==> src/rtl/head_table_wr_arb.sv <==
// Head table write-port controller: round-robin arbitration among N_REQ writers
// plus a full-table clear sweep that preempts all requesters.
module head_table_wr_arb #(
  parameter int unsigned N_REQ     = 3,
  parameter int unsigned A_WIDTH   = 4,
  parameter int unsigned PTR_WIDTH = 4
) (
  input  logic                         clk_i,
  input  logic                         rst_n_i,
  input  logic [N_REQ-1:0]             req_valid_i,
  output logic [N_REQ-1:0]             req_ready_o,
  input  logic [N_REQ*A_WIDTH-1:0]     req_addr_i,
  input  logic [N_REQ*PTR_WIDTH-1:0]   req_ptr_i,
  input  logic [N_REQ-1:0]             req_ptr_val_i,
  input  logic                         clear_run_i,
  output logic                         clear_busy_o,
  output logic                         clear_done_o,
  output logic [A_WIDTH-1:0]           wr_addr_o,
  output logic [PTR_WIDTH-1:0]         wr_data_ptr_o,
  output logic                         wr_data_ptr_val_o,
  output logic                         wr_en_o
);

  localparam int unsigned GW = (N_REQ > 1) ? $clog2(N_REQ) : 1;

  typedef enum logic {ARB, CLEAR} state_e;

  state_e               state_q, state_d;
  logic [GW-1:0]        last_grant_q, last_grant_d;
  logic [GW-1:0]        grant, idx;
  logic                 grant_vld;
  logic                 accept;
  logic [A_WIDTH-1:0]   sel_addr, addr_inc;
  logic [PTR_WIDTH-1:0] sel_ptr;
  logic                 sel_ptr_val;

  logic [A_WIDTH-1:0]   wr_addr_d;
  logic [PTR_WIDTH-1:0] wr_data_ptr_d;
  logic                 wr_data_ptr_val_d, wr_en_d, clear_busy_d, clear_done_d;

  // Round-robin search starting just above the last granted index.
  always_comb begin
    grant     = '0;
    grant_vld = 1'b0;
    idx       = '0;
    for (int unsigned i = 0; i < N_REQ; i++) begin
      idx = GW'((32'(last_grant_q) + 32'd1 + i) % N_REQ);
      if (!grant_vld && req_valid_i[idx]) begin
        grant     = idx;
        grant_vld = 1'b1;
      end
    end
  end

  always_comb begin
    sel_addr    = '0;
    sel_ptr     = '0;
    sel_ptr_val = 1'b0;
    for (int unsigned j = 0; j < N_REQ; j++) begin
      if (grant == GW'(j)) begin
        sel_addr    = req_addr_i[j*A_WIDTH +: A_WIDTH];
        sel_ptr     = req_ptr_i[j*PTR_WIDTH +: PTR_WIDTH];
        sel_ptr_val = req_ptr_val_i[j];
      end
    end
  end

  assign accept      = rst_n_i && (state_q == ARB) && !clear_run_i && grant_vld;
  assign req_ready_o = accept ? (N_REQ'(1) << grant) : '0;
  assign addr_inc    = wr_addr_o + A_WIDTH'(1);

  always_comb begin
    state_d           = state_q;
    last_grant_d      = last_grant_q;
    wr_addr_d         = wr_addr_o;
    wr_data_ptr_d     = wr_data_ptr_o;
    wr_data_ptr_val_d = wr_data_ptr_val_o;
    wr_en_d           = 1'b0;
    clear_busy_d      = clear_busy_o;
    clear_done_d      = 1'b0;
    // A clear pulse starts or restarts the sweep from either state.
    if (clear_run_i) begin
      state_d           = CLEAR;
      wr_addr_d         = '0;
      wr_data_ptr_d     = '0;
      wr_data_ptr_val_d = 1'b0;
      wr_en_d           = 1'b1;
      clear_busy_d      = 1'b1;
    end else begin
      case (state_q)
        ARB: begin
          if (accept) begin
            wr_addr_d         = sel_addr;
            wr_data_ptr_d     = sel_ptr;
            wr_data_ptr_val_d = sel_ptr_val;
            wr_en_d           = 1'b1;
            last_grant_d      = grant;
          end
        end
        CLEAR: begin
          if (wr_addr_o == '1) begin
            state_d      = ARB;
            clear_busy_d = 1'b0;
          end else begin
            wr_addr_d         = addr_inc;
            wr_data_ptr_d     = '0;
            wr_data_ptr_val_d = 1'b0;
            wr_en_d           = 1'b1;
            clear_busy_d      = 1'b1;
            clear_done_d      = (addr_inc == '1);
          end
        end
        default: state_d = ARB;
      endcase
    end
  end

  always_ff @(posedge clk_i) begin
    if (!rst_n_i) begin
      state_q           <= ARB;
      last_grant_q      <= GW'(N_REQ - 1);
      wr_addr_o         <= '0;
      wr_data_ptr_o     <= '0;
      wr_data_ptr_val_o <= 1'b0;
      wr_en_o           <= 1'b0;
      clear_busy_o      <= 1'b0;
      clear_done_o      <= 1'b0;
    end else begin
      state_q           <= state_d;
      last_grant_q      <= last_grant_d;
      wr_addr_o         <= wr_addr_d;
      wr_data_ptr_o     <= wr_data_ptr_d;
      wr_data_ptr_val_o <= wr_data_ptr_val_d;
      wr_en_o           <= wr_en_d;
      clear_busy_o      <= clear_busy_d;
      clear_done_o      <= clear_done_d;
    end
  end

endmodule

==> config.mk <==
export PLATFORM = sky130hd
export DESIGN_NAME = head_table_wr_arb
export DESIGN_NICKNAME = d
export VERILOG_FILES = /design/src/rtl/head_table_wr_arb.sv
export SDC_FILE = /design/constraint.sdc
export NUM_CORES = 1
export LEC_CHECK = 0
export ABC_AREA = 1
export BUFFER_PORTS_ARGS = -buffer_cell sky130_fd_sc_hd__buf_2
export CORE_MARGIN = 1.5
export CORE_UTILIZATION = 44
export DETAILED_ROUTE_END_ITERATION = 8
export GPL_ROUTABILITY_DRIVEN = 0
export PLACE_DENSITY = 0.73
export SLEW_MARGIN = 20
export SYNTH_ARGS = -nofsm -noshare
export SYNTH_HDL_FRONTEND = slang
export SYNTH_SLANG_ARGS = --single-unit
==> constraint.sdc <==
create_clock -name clk_i -period 2.8 [get_ports clk_i]
set_clock_uncertainty 0.05 [all_clocks]
set_input_delay 0.56 -clock clk_i [delete_from_list [all_inputs] [get_ports clk_i]]
set_output_delay 0.56 -clock clk_i [all_outputs]
set_load 0.005 [all_outputs]
==> metrics.log <==
[metrics] result of the run: complete, no violations
[metrics] most used flip-flop cell after synthesis: sky130_fd_sc_hd__dfxtp_1
[metrics] signed area change from the synthesized netlist to the final layout: 29.6%
[metrics] total overflow reported by the global router: 0
[metrics] Cell Pwr Density: roughly 450 mW/mm^2
[metrics] proportion of layout cells with a drive suffix above 1: about 34%
[metrics] path depth of the worst reg2reg path: 13
[metrics] worst skew pair latency: around 290 ps
[metrics] leading post-synthesis cells by instance count: 50 x sky130_fd_sc_hd__nand2_1, 27 x sky130_fd_sc_hd__nor2_1, 17 x sky130_fd_sc_hd__inv_1
[metrics] number of endpoints with negative hold slack in the final report: 0
[metrics] Lkg Pwr: ~0.76 nW
[metrics] critical path fanouts, max: 8
[metrics] overall die height: 52.8 microns
[metrics] setup slack of the worst register-to-register path: a little over 800 ps
[metrics] buffers added on ports: 47
[metrics] vias post-DR: between 1000 and 1500
[metrics] Clock Sinks: 15
[metrics] Core Rows: 17
[metrics] post-route setup TNS: 0 ps
[metrics] most common cell in the netlist: sky130_fd_sc_hd__nand2_1
[metrics] top cell type's share of synthesized area: roughly 28%
[metrics] number of top-level design ports: 48
[metrics] 1st-pass router iterations: 4
[metrics] Total Wirelength: around 2.8 mm
[metrics] number of max-capacitance violations reported: 0
[metrics] final-report setup violation count: 0
[metrics] async set or reset register ratio after synthesis: 0%
[metrics] CTS tree: built
[metrics] share of the yosys chip area belonging to registers: between 20 and 30%
[metrics] required time of the worst setup path: approximately 2200 ps
[metrics] crit end category: primary output
[metrics] placeable core region: 0.00228 sq mm
[metrics] wire length of the first global-routing pass: approximately 4.5 mm
[metrics] fin cells: between 200 and 300
[metrics] H-tree levels: 1
[metrics] average size of a mapped cell: about 6.2 sq um
[metrics] Clock Path Buffers: 2
[metrics] Peak Freq: 380 MHz
[metrics] number of global-route vias before repair: 1149
[metrics] number of register bits inferred by synthesis: 15
[metrics] actual slew at the worst max-slew pin: 260 ps
[metrics] path class of the lowest-slack min-delay path: register to register
[metrics] dominant cells by area after synthesis: sky130_fd_sc_hd__dfxtp_1 28%, sky130_fd_sc_hd__nand2_1 17%, sky130_fd_sc_hd__nor2_1 9.3%
[metrics] RSZ-0062 raised after global routing: false
[metrics] Layout fillers: roughly 220
[metrics] Worst path slowest cell: sky130_fd_sc_hd__dfxtp_2
[metrics] CTS Buf Count: 3
[metrics] min cycle time layout: roughly 2600 ps
[metrics] number of synthesis warnings: 0
[metrics] origin of the worst setup path: last_grant_q[0]
[metrics] number of antenna violations at the first check in global routing: 0
[metrics] Slew HR: roughly 83%
[metrics] hold buffers post-CTS: 0
[metrics] end point of the critical path: req_ready_o[1]
[metrics] Data arrival, critical path: a little over 2000 ps
[metrics] clock-pin slew reported for the worst setup and hold paths after clock tree synthesis: approximately 90 ps
[metrics] initial DRC count: 40
[metrics] routed vias/inst: between 4 and 5
[metrics] post-route DRC violation count: 0
[metrics] longest individual stage delay on the worst path: approximately 350 ps
[metrics] r2r startpoint: last_grant_q[0]
[metrics] number of cells in the design after placement: between 200 and 250
[metrics] nature of the critical path startpoint: register
[metrics] crit path kind: register to primary output
[metrics] number of nets in the final layout: roughly 260
[metrics] width of the chip: about 53 microns
[metrics] count of mapped cells out of synthesis: between 150 and 200
[metrics] antenna violation net count after detailed routing: 0
[metrics] aggregate global-route resource usage: a little over a fifth
[metrics] final cycle utilization of the critical path: 94.0%
[metrics] Syn Std Cell Area: 0.00109 sq mm
[metrics] terminus of the critical flop-to-flop path: wr_addr_o[2]
[metrics] clock tree root buffer cell: sky130_fd_sc_hd__clkbuf_4
[metrics] library cell occupying the most area in the post-synthesis netlist: sky130_fd_sc_hd__dfxtp_1
[metrics] DIE AREA: between 0.002 and 0.003 sq mm
[metrics] critical-path cell list: inv_1, ha_4, inv_2, nand2_2, nand3_2, nand2_4, nand4_1, nand2_4, inv_2, nor2_2, buf_2
[metrics] maximum number of pins on one net before global-route repair: 21
[metrics] count of pins over their slew limit: 0
[metrics] Initial Utilization: between 40% and 50%
[metrics] Max IR drop VDD: roughly 0.33 mV
[metrics] Post-Synthesis Net Count: roughly 210
[metrics] Inserted Diodes: 0
[metrics] routed length per instance: roughly 11 microns
[metrics] Distinct cells, synth: 27
[metrics] Post-synth EDFFs: 0
[metrics] hpwl dp: 2.16 mm
==> worst min path at each step <==
stage | from | endpoint | slack [ps] | cells past startpoint
after detailed placement | wr_data_ptr_o[3] | wr_data_ptr_o[3] | 410 | 2
final | wr_data_ptr_val_o | wr_data_ptr_val_o | 420 | 2
after global placement | wr_data_ptr_o[2] | wr_data_ptr_o[2] | 400 | 2
after CTS | wr_data_ptr_o[3] | wr_data_ptr_o[3] | 420 | 2
after global routing | rst_n_i | last_grant_q[1] | 430 | 2
after floorplan | wr_data_ptr_o[0] | wr_data_ptr_o[0] | 410 | 2
==> kinds of logic after synthesis <==
kind of cell | share of synthesized area, %
and+or+nand+nor | 42.9
buffers and inverters | 10.6
AOI/OAI and AO/OA | 12.4
DFF | 27.6
adders and majority gates | 5.74
xor gates and xnor gates | 0.804
==> stage by stage <==
stage	total power, mW	setup WS [ps]	utilization [%]	instance area [sq um]	hold WS, ps
5_1_grt	0.680	21.8	62.1	1410	434
4_1_cts	0.608	7.05	60.4	1370	423
2_1_floorplan	0.422	583	-	1090	410
3_5_place_dp	0.478	283	58.5	1330	408
6_report	0.630	169	62.1	1410	422
3_3_place_gp	0.470	337	58.5	1330	399
==> cell type report <==
class	instances	area (sq um)	share of cell area, %
Multi-Input combinational cell	134	701	49.6
Sequential cell	15	302	21.3
Timing Repair Buffer	49	250	17.7
Inverter	22	92.6	6.55
Tap cell	28	35.0	2.48
Clock buffer	3	22.5	1.59
Clock inverter	1	5.00	0.354
Timing Repair inverter	1	5.00	0.354
==> critical path: cells and delay by family, from the launching register on <==
family,cells,cell delay (ps)
AND/OR/NAND/NOR,6,710
adder cells (fa/ha/maj),1,310
flip-flops,1,350
buffers and inverters,4,360
==> cells in the final DEF, fill, tap and decap left out <==
cell,count
sky130_fd_sc_hd__nand4_1,4
sky130_fd_sc_hd__inv_6,1
sky130_fd_sc_hd__buf_4,2
sky130_fd_sc_hd__nor3_1,1
sky130_fd_sc_hd__clkinv_4,1
sky130_fd_sc_hd__nand3_1,16
sky130_fd_sc_hd__ha_4,1
sky130_fd_sc_hd__xnor2_1,1
sky130_fd_sc_hd__o211ai_2,1
sky130_fd_sc_hd__clkbuf_4,3
sky130_fd_sc_hd__dfxtp_2,1
sky130_fd_sc_hd__dfxtp_1,14
sky130_fd_sc_hd__nand3_2,1
sky130_fd_sc_hd__o21ai_0,5
sky130_fd_sc_hd__a31o_2,1
sky130_fd_sc_hd__o21ai_2,2
sky130_fd_sc_hd__nand2_1,49
sky130_fd_sc_hd__ha_1,4
sky130_fd_sc_hd__o21a_1,1
sky130_fd_sc_hd__nand2_4,4
sky130_fd_sc_hd__clkinv_2,2
sky130_fd_sc_hd__or2_0,1
sky130_fd_sc_hd__inv_1,17
sky130_fd_sc_hd__nor2_1,26
sky130_fd_sc_hd__buf_2,47
sky130_fd_sc_hd__a21oi_2,2
sky130_fd_sc_hd__nor2_2,1
sky130_fd_sc_hd__inv_2,3
sky130_fd_sc_hd__nand2_2,3
sky130_fd_sc_hd__a21oi_1,10
==> flip-flops by register name, indices dropped and copies added (netlist names) <==
| register | count |
|---|---|
| clear_done_o | 1 |
| wr_data_ptr_val_o | 1 |
| wr_addr_o | 4 |
| state_q | 1 |
| wr_data_ptr_o | 4 |
| clear_busy_o | 1 |
| last_grant_q | 2 |
| wr_en_o | 1 |
==> where the power goes <==
part	leakage [nW]	switching, mW	total, mW	internal [mW]
Sequential	0.123	0.0114	0.236	0.225
Clock	0.0177	0.0702	0.123	0.0532
Combinational	0.624	0.165	0.270	0.105
Total	0.765	0.247	0.630	0.383
==> routing by layer <==
layer | share of wire (%) | GRT usage (%)
met4 | 0.29 | 2.14
met1 | 47 | 25.4
met2 | 48 | 40.2
met3 | 5.3 | 6.00
met5 | 0 | 0
==> repair_timing <==
item | CTS | global route
endpoints found under the setup margin | 2 | 2
resized for setup | 4 | 5
pin swaps | 0 | 1
gates cloned | 0 | 1
setup buffers | 0 | 2
Power figures use the tool's default switching activity.
